**src/rtl/sync_rr_scheduler_pkg.sv**
```systemverilog
// -----------------------------------------------------------------------------
// sync_rr_scheduler_pkg
//   Shared defaults and helpers for the round-robin scheduler slice.
//   Contents:
//     N_DEFAULT, W_DEFAULT, DEPTH_DEFAULT : default requester count,
//                                           operand width and tag FIFO depth
//     clog2_min1()                        : index width that is never zero
// -----------------------------------------------------------------------------
package sync_rr_scheduler_pkg;

  localparam int N_DEFAULT     = 4;
  localparam int W_DEFAULT     = 16;
  localparam int DEPTH_DEFAULT = 4;

  // Width needed to index 'n' items.  It is never zero, so a 1-entry range
  // still produces a legal 1-bit vector.
  function automatic int clog2_min1(input int n);
    return (n > 1) ? $clog2(n) : 1;
  endfunction

endpackage

```
**src/rtl/sync_tag_fifo.sv**
```systemverilog
// -----------------------------------------------------------------------------
// sync_tag_fifo
//   Small FIFO that holds requester tags for transactions that are in flight
//   through the shared function unit.  Storage is registered.  The head is
//   read combinationally, so the response path can route a result in the
//   same cycle it arrives.  There is no bypass: a tag pushed in a cycle
//   becomes visible at the head in the following cycle at the earliest.
//   Ports:
//     clk        in   clock, all state on posedge
//     nrst       in   asynchronous active-low reset (empties the FIFO)
//     push       in   write push_data (ignored when full)
//     push_data  in   tag to store
//     pop        in   drop the head entry (ignored when empty)
//     full       out  occupancy == DEPTH (start-of-cycle value)
//     empty      out  occupancy == 0
//     head       out  oldest stored tag
// -----------------------------------------------------------------------------
module sync_tag_fifo
  import sync_rr_scheduler_pkg::*;
#(
  parameter int W     = 2,
  parameter int DEPTH = 4
) (
  input  logic         clk,
  input  logic         nrst,
  input  logic         push,
  input  logic [W-1:0] push_data,
  input  logic         pop,
  output logic         full,
  output logic         empty,
  output logic [W-1:0] head
);

  localparam int            AW         = clog2_min1(DEPTH);
  localparam logic [AW:0]   FULL_COUNT = (AW+1)'(DEPTH);

  logic [W-1:0]  mem_reg [DEPTH];
  logic [AW-1:0] wr_ptr_reg;
  logic [AW-1:0] rd_ptr_reg;
  logic [AW:0]   count_reg;
  logic          push_ok;
  logic          pop_ok;

  assign full    = (count_reg == FULL_COUNT);
  assign empty   = (count_reg == '0);
  assign push_ok = push & ~full;
  assign pop_ok  = pop & ~empty;
  assign head    = mem_reg[rd_ptr_reg];

  // Pointers wrap naturally because DEPTH is a power of two.
  always_ff @(posedge clk or negedge nrst) begin
    if (!nrst) begin
      wr_ptr_reg <= '0;
      rd_ptr_reg <= '0;
      count_reg  <= '0;
    end else begin
      if (push_ok) wr_ptr_reg <= wr_ptr_reg + 1'b1;
      if (pop_ok)  rd_ptr_reg <= rd_ptr_reg + 1'b1;
      case ({push_ok, pop_ok})
        2'b10:   count_reg <= count_reg + 1'b1;
        2'b01:   count_reg <= count_reg - 1'b1;
        default: count_reg <= count_reg;
      endcase
    end
  end

  // Entry contents are only meaningful between the pointers, so the
  // storage array itself needs no reset.
  always_ff @(posedge clk) begin
    if (push_ok) mem_reg[wr_ptr_reg] <= push_data;
  end

endmodule

```
**src/rtl/sync_rr_scheduler.sv**
```systemverilog
// -----------------------------------------------------------------------------
// sync_rr_scheduler
//   Shares one in-order synchronous function unit between N requesters.
//   A rotating-priority arbiter picks one requester and forwards its operand
//   over the unit's valid/ready input.  The requester index is queued in a
//   tag FIFO, and each result coming back is steered to the requester at the
//   FIFO head.
//   Ports:
//     clk, nrst                 clock / asynchronous active-low reset
//     req_valid/ready/data      N request channels (data packed N*W)
//     rsp_valid/ready, rsp_data N response channels, one shared data bus
//     fn_in_valid/ready, fn_in0 operand handshake toward the unit
//     fn_out_valid/ready, fn_out0 result handshake from the unit
//     busy                      transactions outstanding (tag FIFO not empty)
//     err                       sticky: a result arrived with no tag queued
// -----------------------------------------------------------------------------
module sync_rr_scheduler
  import sync_rr_scheduler_pkg::*;
#(
  parameter int N     = N_DEFAULT,
  parameter int W     = W_DEFAULT,
  parameter int DEPTH = DEPTH_DEFAULT
) (
  input  logic           clk,
  input  logic           nrst,
  input  logic [N-1:0]   req_valid,
  output logic [N-1:0]   req_ready,
  input  logic [N*W-1:0] req_data,
  output logic [N-1:0]   rsp_valid,
  input  logic [N-1:0]   rsp_ready,
  output logic [W-1:0]   rsp_data,
  output logic           fn_in_valid,
  input  logic           fn_in_ready,
  output logic [W-1:0]   fn_in0,
  input  logic           fn_out_valid,
  output logic           fn_out_ready,
  input  logic [W-1:0]   fn_out0,
  output logic           busy,
  output logic           err
);

  localparam int               TAG_W    = clog2_min1(N);
  localparam logic [TAG_W-1:0] LAST_IDX = TAG_W'(N-1);
  localparam logic [TAG_W:0]   N_WIDE   = (TAG_W+1)'(N);

  logic [TAG_W-1:0] ptr_reg;
  logic [TAG_W-1:0] ptr_next;
  logic [TAG_W-1:0] grant_idx;
  logic             grant_found;
  logic [TAG_W:0]   cand;
  logic             run_reg;
  logic             err_reg;
  logic             can_issue;
  logic             issue_fire;
  logic             pop_fire;
  logic             rsp_any;
  logic             fifo_full;
  logic             fifo_empty;
  logic [TAG_W-1:0] head_tag;

  // Rotating priority search: the first valid requester starting at ptr_reg,
  // wrapping modulo N.  The extra bit in 'cand' holds ptr+k before the wrap.
  always_comb begin
    grant_idx   = ptr_reg;
    grant_found = 1'b0;
    cand        = '0;
    for (int k = 0; k < N; k++) begin
      cand = {1'b0, ptr_reg} + (TAG_W+1)'(k);
      if (cand >= N_WIDE) cand = cand - N_WIDE;
      if (!grant_found && req_valid[cand[TAG_W-1:0]]) begin
        grant_idx   = cand[TAG_W-1:0];
        grant_found = 1'b1;
      end
    end
  end

  // run_reg keeps the request side quiet while reset is held and until the
  // first clock after release.  fn_in_valid never looks at fn_in_ready, so
  // there is no combinational path through the unit's handshake.
  assign can_issue   = run_reg & grant_found & ~fifo_full;
  assign fn_in_valid = can_issue;
  assign fn_in0      = req_data[grant_idx*W +: W];
  assign issue_fire  = can_issue & fn_in_ready;

  // Response routing follows the oldest outstanding tag.
  assign rsp_any      = fn_out_valid & ~fifo_empty;
  assign fn_out_ready = ~fifo_empty & rsp_ready[head_tag];
  assign pop_fire     = fn_out_valid & fn_out_ready;
  assign rsp_data     = fn_out0;
  assign busy         = ~fifo_empty;
  assign err          = err_reg;

  for (genvar gi = 0; gi < N; gi++) begin : g_chan
    assign req_ready[gi] = issue_fire & (grant_idx == TAG_W'(gi));
    assign rsp_valid[gi] = rsp_any & (head_tag == TAG_W'(gi));
  end

  // After a grant the requester just served gets the lowest priority.
  always_comb begin
    ptr_next = ptr_reg;
    if (issue_fire) ptr_next = (grant_idx == LAST_IDX) ? '0 : grant_idx + 1'b1;
  end

  always_ff @(posedge clk or negedge nrst) begin
    if (!nrst) begin
      ptr_reg <= '0;
      run_reg <= 1'b0;
      err_reg <= 1'b0;
    end else begin
      ptr_reg <= ptr_next;
      run_reg <= 1'b1;
      if (fn_out_valid && fifo_empty) err_reg <= 1'b1;
    end
  end

  sync_tag_fifo #(
    .W     (TAG_W),
    .DEPTH (DEPTH)
  ) u_tag_fifo (
    .clk       (clk),
    .nrst      (nrst),
    .push      (issue_fire),
    .push_data (grant_idx),
    .pop       (pop_fire),
    .full      (fifo_full),
    .empty     (fifo_empty),
    .head      (head_tag)
  );

endmodule

```
**config.mk**
```make
export PLATFORM = sky130hd
export DESIGN_NAME = sync_rr_scheduler
export DESIGN_NICKNAME = d
export VERILOG_FILES = /design/src/rtl/sync_rr_scheduler_pkg.sv /design/src/rtl/sync_tag_fifo.sv /design/src/rtl/sync_rr_scheduler.sv
export SDC_FILE = /design/constraint.sdc
export NUM_CORES = 1
export LEC_CHECK = 0
export CAP_MARGIN = 30
export CORE_MARGIN = 4
export CORE_UTILIZATION = 29
export CTS_BUF_LIST = sky130_fd_sc_hd__clkbuf_16
export CTS_CLUSTER_DIAMETER = 100
export DETAILED_ROUTE_END_ITERATION = 8
export PLACE_DENSITY = 0.77
export SLEW_MARGIN = 10
export SYNTH_ARGS = -nofsm -noshare
export SYNTH_HDL_FRONTEND = slang
export SYNTH_SLANG_ARGS = --single-unit
```
**constraint.sdc**
```tcl
create_clock -name clk -period 2.69 [get_ports clk]
set_input_delay 0.538 -clock clk [delete_from_list [all_inputs] [get_ports clk]]
set_output_delay 0.538 -clock clk [all_outputs]
set_load 0.1 [all_outputs]
```
Word level (Yosys, flattened, before mapping)
Memories as Yosys holds them, arrays and structs flattened. Index checks and enable logic that the tools add are counted.

Memory bits (writable): 8. Register bits: 11. Input port bits: 92. Output and inout bits: 44. Memories kept: 1.

Memory list: u_tag_fifo.mem_reg (words 4, bits a word 2, rd ports 1, clocked after memory_dff 0, write ports 1, RTL line sync_tag_fifo.sv:37) `logic [W-1:0] mem_reg [DEPTH];`.

Bitwise gates (word level): 18. Shifts and indexed selects: 1. Equality and inequality tests: 9. $lt $le $gt $ge: 9. Multiplexer cells: 26. Reduce and logical (&&, ||, !) cells: 11. Add/sub/neg operators: 12.

Operator list (number): indexed part select 64 x 7 -> 16 bit (1); 2-to-1 mux 2 bit (9); bitwise AND 1 bit (16); less-than comparator 2 x 3 -> 1 bit, second input constant (5); 2-to-1 mux 1 bit (11); binary-select mux 1 bit (select 2 bit) (5); == test 2 bit, second input constant (5); >= comparator 3 bit, second input constant (3); subtractor 2 x 1 -> 2 bit, second input constant (4); adder 2 x 1 -> 2 bit, second input constant (3); adder 2 x 2 -> 3 bit, second input constant (2); == test 2 x 1 -> 1 bit, second input constant (3); one-hot mux 3 bit (2 select lines) (1); logical AND 1 bit (4); zero test 2 bit (2); adder 2 x 1 -> 3 bit, second input constant (1); adder 3 x 1 -> 3 bit, second input constant (1); == test 3 bit, second input constant (1); >= comparator 2 x 3 -> 1 bit, second input constant (1); zero test 1 bit (3); zero test 3 bit (1); subtractor 3 x 1 -> 3 bit, second input constant (1); NOT 1 bit (2); nonzero test 2 bit (1).

Logic depth before layout (Yosys ltp)
Depth after elaboration: 20. Mapped depth: 11. Gate-level depth less buffers: 10.

By module
Synthesis repeated with hierarchy kept, for this count alone.

Cells, all modules: 200. Area total of the unflattened synthesis: 1737.9 sq um.

Modules (own cells, without submodules): sync_rr_scheduler (area each 1012.2 sq um, times used 1, cells an instance 153); sync_tag_fifo (area each 725.7 sq um, times used 1, cells an instance 47).

Worst setup path after synthesis
Ideal clock, no wire load.

Path kind: reg2out. Start: reg u_tag_fifo.rd_ptr_reg[0]. End: out fn_out_ready. Path buffers: 0. Data arrival time: 3.691 ns. Stages on the path, launching flop included: 5. Slack: -1.539 ns. Data required time: 2.152 ns. Cells stage by stage: dfrtp_1 mux4_1 mux2i_1 and2b_2 a211oi_1.

Word-level cells in the longest chain between the ends: 4.

Ends and longest elaborated chain: from (decl) (RTL line sync_tag_fifo.sv:39) `logic [AW-1:0] rd_ptr_reg;`; from (signal assigned) (RTL line sync_tag_fifo.sv:58) `if (pop_ok) rd_ptr_reg <= rd_ptr_reg + 1'b1;`; memory read (4 x 2 bit); binary-select mux 1 bit (select 2 bit) (RTL line sync_rr_scheduler.sv:87) `assign fn_out_ready = ~fifo_empty & rsp_ready[head_tag];`; 2-to-1 mux 1 bit (implied by the code) (RTL line sync_rr_scheduler.sv:87); bitwise AND 1 bit (RTL line sync_rr_scheduler.sv:87); to (decl) (RTL line sync_rr_scheduler.sv:36) `output logic fn_out_ready,`.

No other way between the ends. The select of a mux whose other input is x is not followed.

Worst setup path after layout
Start: in req_valid[1]. End: out fn_in0[1].

Word-level cells in the longest chain between the ends: 13.

Ends and longest elaborated chain: from (decl) (RTL line sync_rr_scheduler.sv:26) `input logic [N-1:0] req_valid,`; binary-select mux 1 bit (select 2 bit) (RTL line sync_rr_scheduler.sv:70) `if (!grant_found && req_valid[cand[TAG_W-1:0]]) begin`; 2-to-1 mux 1 bit (implied by the code) (RTL line sync_rr_scheduler.sv:70); 2-to-1 mux 1 bit (RTL line sync_rr_scheduler.sv:70); zero test 1 bit (RTL line sync_rr_scheduler.sv:70); logical AND 1 bit (RTL line sync_rr_scheduler.sv:70); 2-to-1 mux 1 bit (RTL line sync_rr_scheduler.sv:70); zero test 1 bit (RTL line sync_rr_scheduler.sv:70); logical AND 1 bit (RTL line sync_rr_scheduler.sv:70); 2-to-1 mux 1 bit (RTL line sync_rr_scheduler.sv:70); zero test 1 bit (RTL line sync_rr_scheduler.sv:70); logical AND 1 bit (RTL line sync_rr_scheduler.sv:70); 2-to-1 mux 2 bit * (RTL line sync_rr_scheduler.sv:70); indexed part select 64 x 7 -> 16 bit * (RTL line sync_rr_scheduler.sv:82) `assign fn_in0 = req_data[grant_idx*W +: W];`; to (decl) (RTL line sync_rr_scheduler.sv:34) `output logic [W-1:0] fn_in0,`.

Mark *: on every way between the ends. The rest lies on a longest branch, timed or not. The select of a mux whose other input is x is not followed.

==> results.md <==
Status:
- The flow ran to the end, but the final reports show violations.
- The final reports fail on negative setup slack.

Setup path:
- For the worst setup path, the data required time is 2150 ps.
- STA classifies the critical path endpoint as an output pin.
- The worst-path cell with the longest stage delay is sky130_fd_sc_hd__mux4_2.
- The worst setup path is launched from an input port.
- The start point of the critical path is req_valid[1].
- The reg2reg setup slack is 90 ps.
- The startpoint of the worst-slack reg-to-reg timing path is u_tag_fifo.rd_ptr_reg[0]$_DFFE_PN0P_.
- For this run, the slowest stage of the critical path takes 550 ps.
- The signal on the critical path passes through clkdlybuf4s15_2 -> o22ai_1 -> nand2_1 -> o211ai_1 -> buf_4 -> buf_8 -> mux4_2 -> buf_12.
- At the worst endpoint, the arrival time is 2200 ps.
- The setup path with the least slack is of type input port to output pin.
- Of all nets on the critical path, the largest fanout is 5.

Synth:
- In the synthesized netlist the async set-or-reset flop fraction comes to 0.579.
- The synthesized area is 1600 um2.
- Averaged over all synthesized cells, the footprint is 12.1 um2.
- The yosys synthesis warning count is 0.
- For this run, the leading register cell type out of synthesis is sky130_fd_sc_hd__dfrtp_1.
- The synthesized netlist cell count is 133.
- The number of nets in the synthesized netlist is 235.
- Synthesis inferred 19 register bits.
- The number of enable flip-flop cells after synthesis is 8.
- The share of the Yosys chip area taken by registers is 0.322.
- Summed over all instances, the cell type with the most area after synthesis is sky130_fd_sc_hd__mux4_2.
- By area the synthesized netlist is led by sky130_fd_sc_hd__mux4_2 (24%), sky130_fd_sc_hd__dfrtp_1 (17%), sky130_fd_sc_hd__edfxtp_1 (15%).
- The number of unique standard cell types used by synthesis is 35.
- The area share of the largest cell type after synthesis is 0.239.

Global routing:
- The initial antenna violation count is 0.
- The via count of the first global-routing pass is 1740.
- Entering global routing, the biggest net connects 17 pins.
- After global routing the overflow that remains totals 0.
- The first global-routing pass estimated 7.87 mm of wire.
- For this run, the total global-route usage over all layers was measured as 0.155.

STA:
- After layout, the worst setup slack is -52.3 ps.
- The hold violation total from the final report was 0.
- Setup repair after global routing could not meet its margin everywhere.
- The final setup violation count is 16.
- The count of final max-slew check failures is 0.
- The maximum clock rate is 365 MHz.
- The post-route minimum period is 2740 ps.
- The post-route clock period utilization is 1.02.
- Adding up every negative setup slack in the final design gives -470 ps.
- The clock tree skew after final layout is 2.14 ps.
- In this run the tightest slew margin relative to its limit is 0.649.
- For the pin with the worst max-slew slack, the measured transition is 525 ps.

Die:
- The horizontal die dimension is 82.3 um.
- Pin placement for this block handled 136 I/O pins.
- The total die area is 6780 um2.
- The initial utilization of the core area, before any placement, comes to 0.306.
- The standard cell core area is 5240 um2.
- The initialized floorplan defines 26 standard-cell rows.
- Measured along the y axis, the die boundary spans 82.3 um.

Clocking:
- The buffer depth of the longest clock path is 2.
- The clock latency on the worst-skew pair is 250 ps.
- For this design, the CTS-stage hold fixing added 0 buffers.
- The CTS root buffer is sky130_fd_sc_hd__clkbuf_16.
- After clock tree synthesis, the clock-pin slew on the worst setup and hold paths is 50 ps.
- The number of buffers added by the clock tree synthesis step is 3.
- The TritonCTS clock tree is yes.
- In this run the number of H-tree levels came out at 1.
- The clock drives 19 sinks.

Flow run:
- Across the run, the number of max-cap violations was 0.

Layout:
- The fill cell instance count of the final layout is 414.
- Measured on the finished design, the core utilization comes to 0.613.
- For this run, the post-layout net count is 346.
- The flip-flop count of the largest register, all copies and words added is 8.
- The area growth from synthesis to layout is 100%.
- 0 antenna diodes ended up in the layout.
- The fraction of layout cells with a size suffix above 1 is 0.424.

Pwr:
- The power consumption is 4.10 mW.
- The analysis attributes to cell leakage a power of 1.33 nW.
- The power density over cell area is 1280 nW/um2.
- The worst-case IR drop observed on VDD is 0.824 mV.

Placed design:
- The wire-length estimate of the detail-placed layout is 4.37 mm.
- The number of input and output port buffers inserted is 103.
- The worst slack at placement is -387 ps.
- At the end of routability-driven placement, the weighted congestion stood at 0.763.

Detailed routing:
- For this run, the detailed router's first-pass iteration total came to 4.
- The final wirelength is 5.23 mm.
- The detailed router finished its first iteration with 48 violations.
- The routed via count divided by cell count is 4.87.
- The average wire per cell in the routed design is 16.7 um.
- For this run, design rule violations remaining after detail routing come to 0.
- The count of nets left with antenna violations once routing finished came out at 0.
- The total via count after detailed routing is 1523.

Hold path:
- The worst hold path begins at err$_DFFE_PN0P_.
- The path class of the tightest hold or removal check is flip-flop to flip-flop.
[cell type report]
| type | instances | area [um2] | share of cell area |
|---|---|---|---|
| Multi-Input combinational cell | 84 | 992 | 0.309 |
| Timing Repair Buffer | 126 | 1500 | 0.467 |
| Clock buffer | 3 | 75.1 | 0.0234 |
| Inverter | 10 | 37.5 | 0.0117 |
| Tap cell | 70 | 87.6 | 0.0273 |
| Clock inverter | 1 | 3.75 | 0.00117 |
| Sequential cell | 19 | 518 | 0.161 |
[Yosys cell counts (all sizes together), types with 2 or more instances]
library cell,count
and2b,2
and3,8
buf,19
dfrtp,11
edfxtp,8
ha,9
inv,10
mux2i,3
mux4,18
nand2,8
nor2,4
nor2b,4
nor3,2
o21ai,5
o22ai,2
xnor2,4
xor2,2
[per-stage QoR]
stage	cell area [um2]	cells	hold slack, ps
floorplan	1670	133	242
global placement	3040	304	445
detailed placement	3040	304	448
CTS	3150	311	459
global route	3210	313	468
finish	3210	313	452
[worst paths after layout]
check | cells after the start | end
hold / removal | 1 | err$_DFFE_PN0P_
hold reg to reg | 1 | err$_DFFE_PN0P_
setup reg to reg | 9 | u_tag_fifo.count_reg[2]$_DFFE_PN0P_
setup / recovery | 8 | fn_in0[1]
min in group asynchronous | 1 | err$_DFFE_PN0P_
max in group asynchronous | 1 | ptr_reg[0]$_DFFE_PN0P_
[cell families (layout without fill, tap and decap cells)]
| group | Yosys count | in the layout | synth area share |
|---|---|---|---|
| AOI/OAI and AO/OA | 14 | 14 | 0.0609 |
| xor gates and xnor gates | 6 | 6 | 0.0328 |
| adders and majority gates | 10 | 10 | 0.0827 |
| buffers and inverters | 30 | 140 | 0.113 |
| DFF | 19 | 19 | 0.322 |
| muxes | 21 | 21 | 0.274 |
| other | 1 | 1 | 0.00234 |
| and+or+nand+nor | 32 | 32 | 0.112 |
[metal layers]
layer / vias to the layer above / track usage / wire length, um
met1: 725 / 0.128 / 1590
met5: - / 0 / 0
met4: 0 / 0.0664 / 134
met2: 94 / 0.286 / 2760
met3: 11 / 0.0965 / 743
li1: 693 / - / -
[timing repair]
action / in CTS / in global routing
pin swaps: 2 / 4
gates resized for setup: 20 / 15
endpoints found under the setup margin: 23 / 22
cloned: 1 / 1
buffers inserted: 2 / 1
[where the power goes]
part	switching [mW]	total (mW)	internal, mW
clock	0.103	0.301	0.198
combinational	1.93	3.29	1.36
sequential	0.0943	0.511	0.417
[cells in the final DEF, fill, tap and decap left out, types with 2 or more instances in the layout]
cell type	synthesis	layout
sky130_fd_sc_hd__clkdlybuf4s50_1	0	71
sky130_fd_sc_hd__ha_2	0	2
sky130_fd_sc_hd__ha_1	9	7
sky130_fd_sc_hd__and3_1	8	4
sky130_fd_sc_hd__nor2_2	0	3
sky130_fd_sc_hd__nor3_1	2	2
sky130_fd_sc_hd__nor2b_4	0	2
sky130_fd_sc_hd__mux2i_1	3	3
sky130_fd_sc_hd__nand2_1	8	8
sky130_fd_sc_hd__buf_2	1	2
sky130_fd_sc_hd__dfrtp_1	11	9
sky130_fd_sc_hd__inv_2	0	3
sky130_fd_sc_hd__xnor2_1	4	4
sky130_fd_sc_hd__mux4_2	17	18
sky130_fd_sc_hd__dfrtp_2	0	2
sky130_fd_sc_hd__and2b_2	2	2
sky130_fd_sc_hd__inv_1	10	8
sky130_fd_sc_hd__edfxtp_1	8	8
sky130_fd_sc_hd__and3_2	0	3
sky130_fd_sc_hd__o21ai_0	4	3
sky130_fd_sc_hd__buf_12	0	28
sky130_fd_sc_hd__clkbuf_16	0	4
sky130_fd_sc_hd__buf_4	18	20
sky130_fd_sc_hd__xor2_1	2	2
[critical path, delay by kind of cell]
kind	cells	cell delay (ps)
mux	1	550
buf+inv	4	750
compound gates	2	280
simple gates	1	80
No activity file was read; power rests on OpenSTA's default activity.
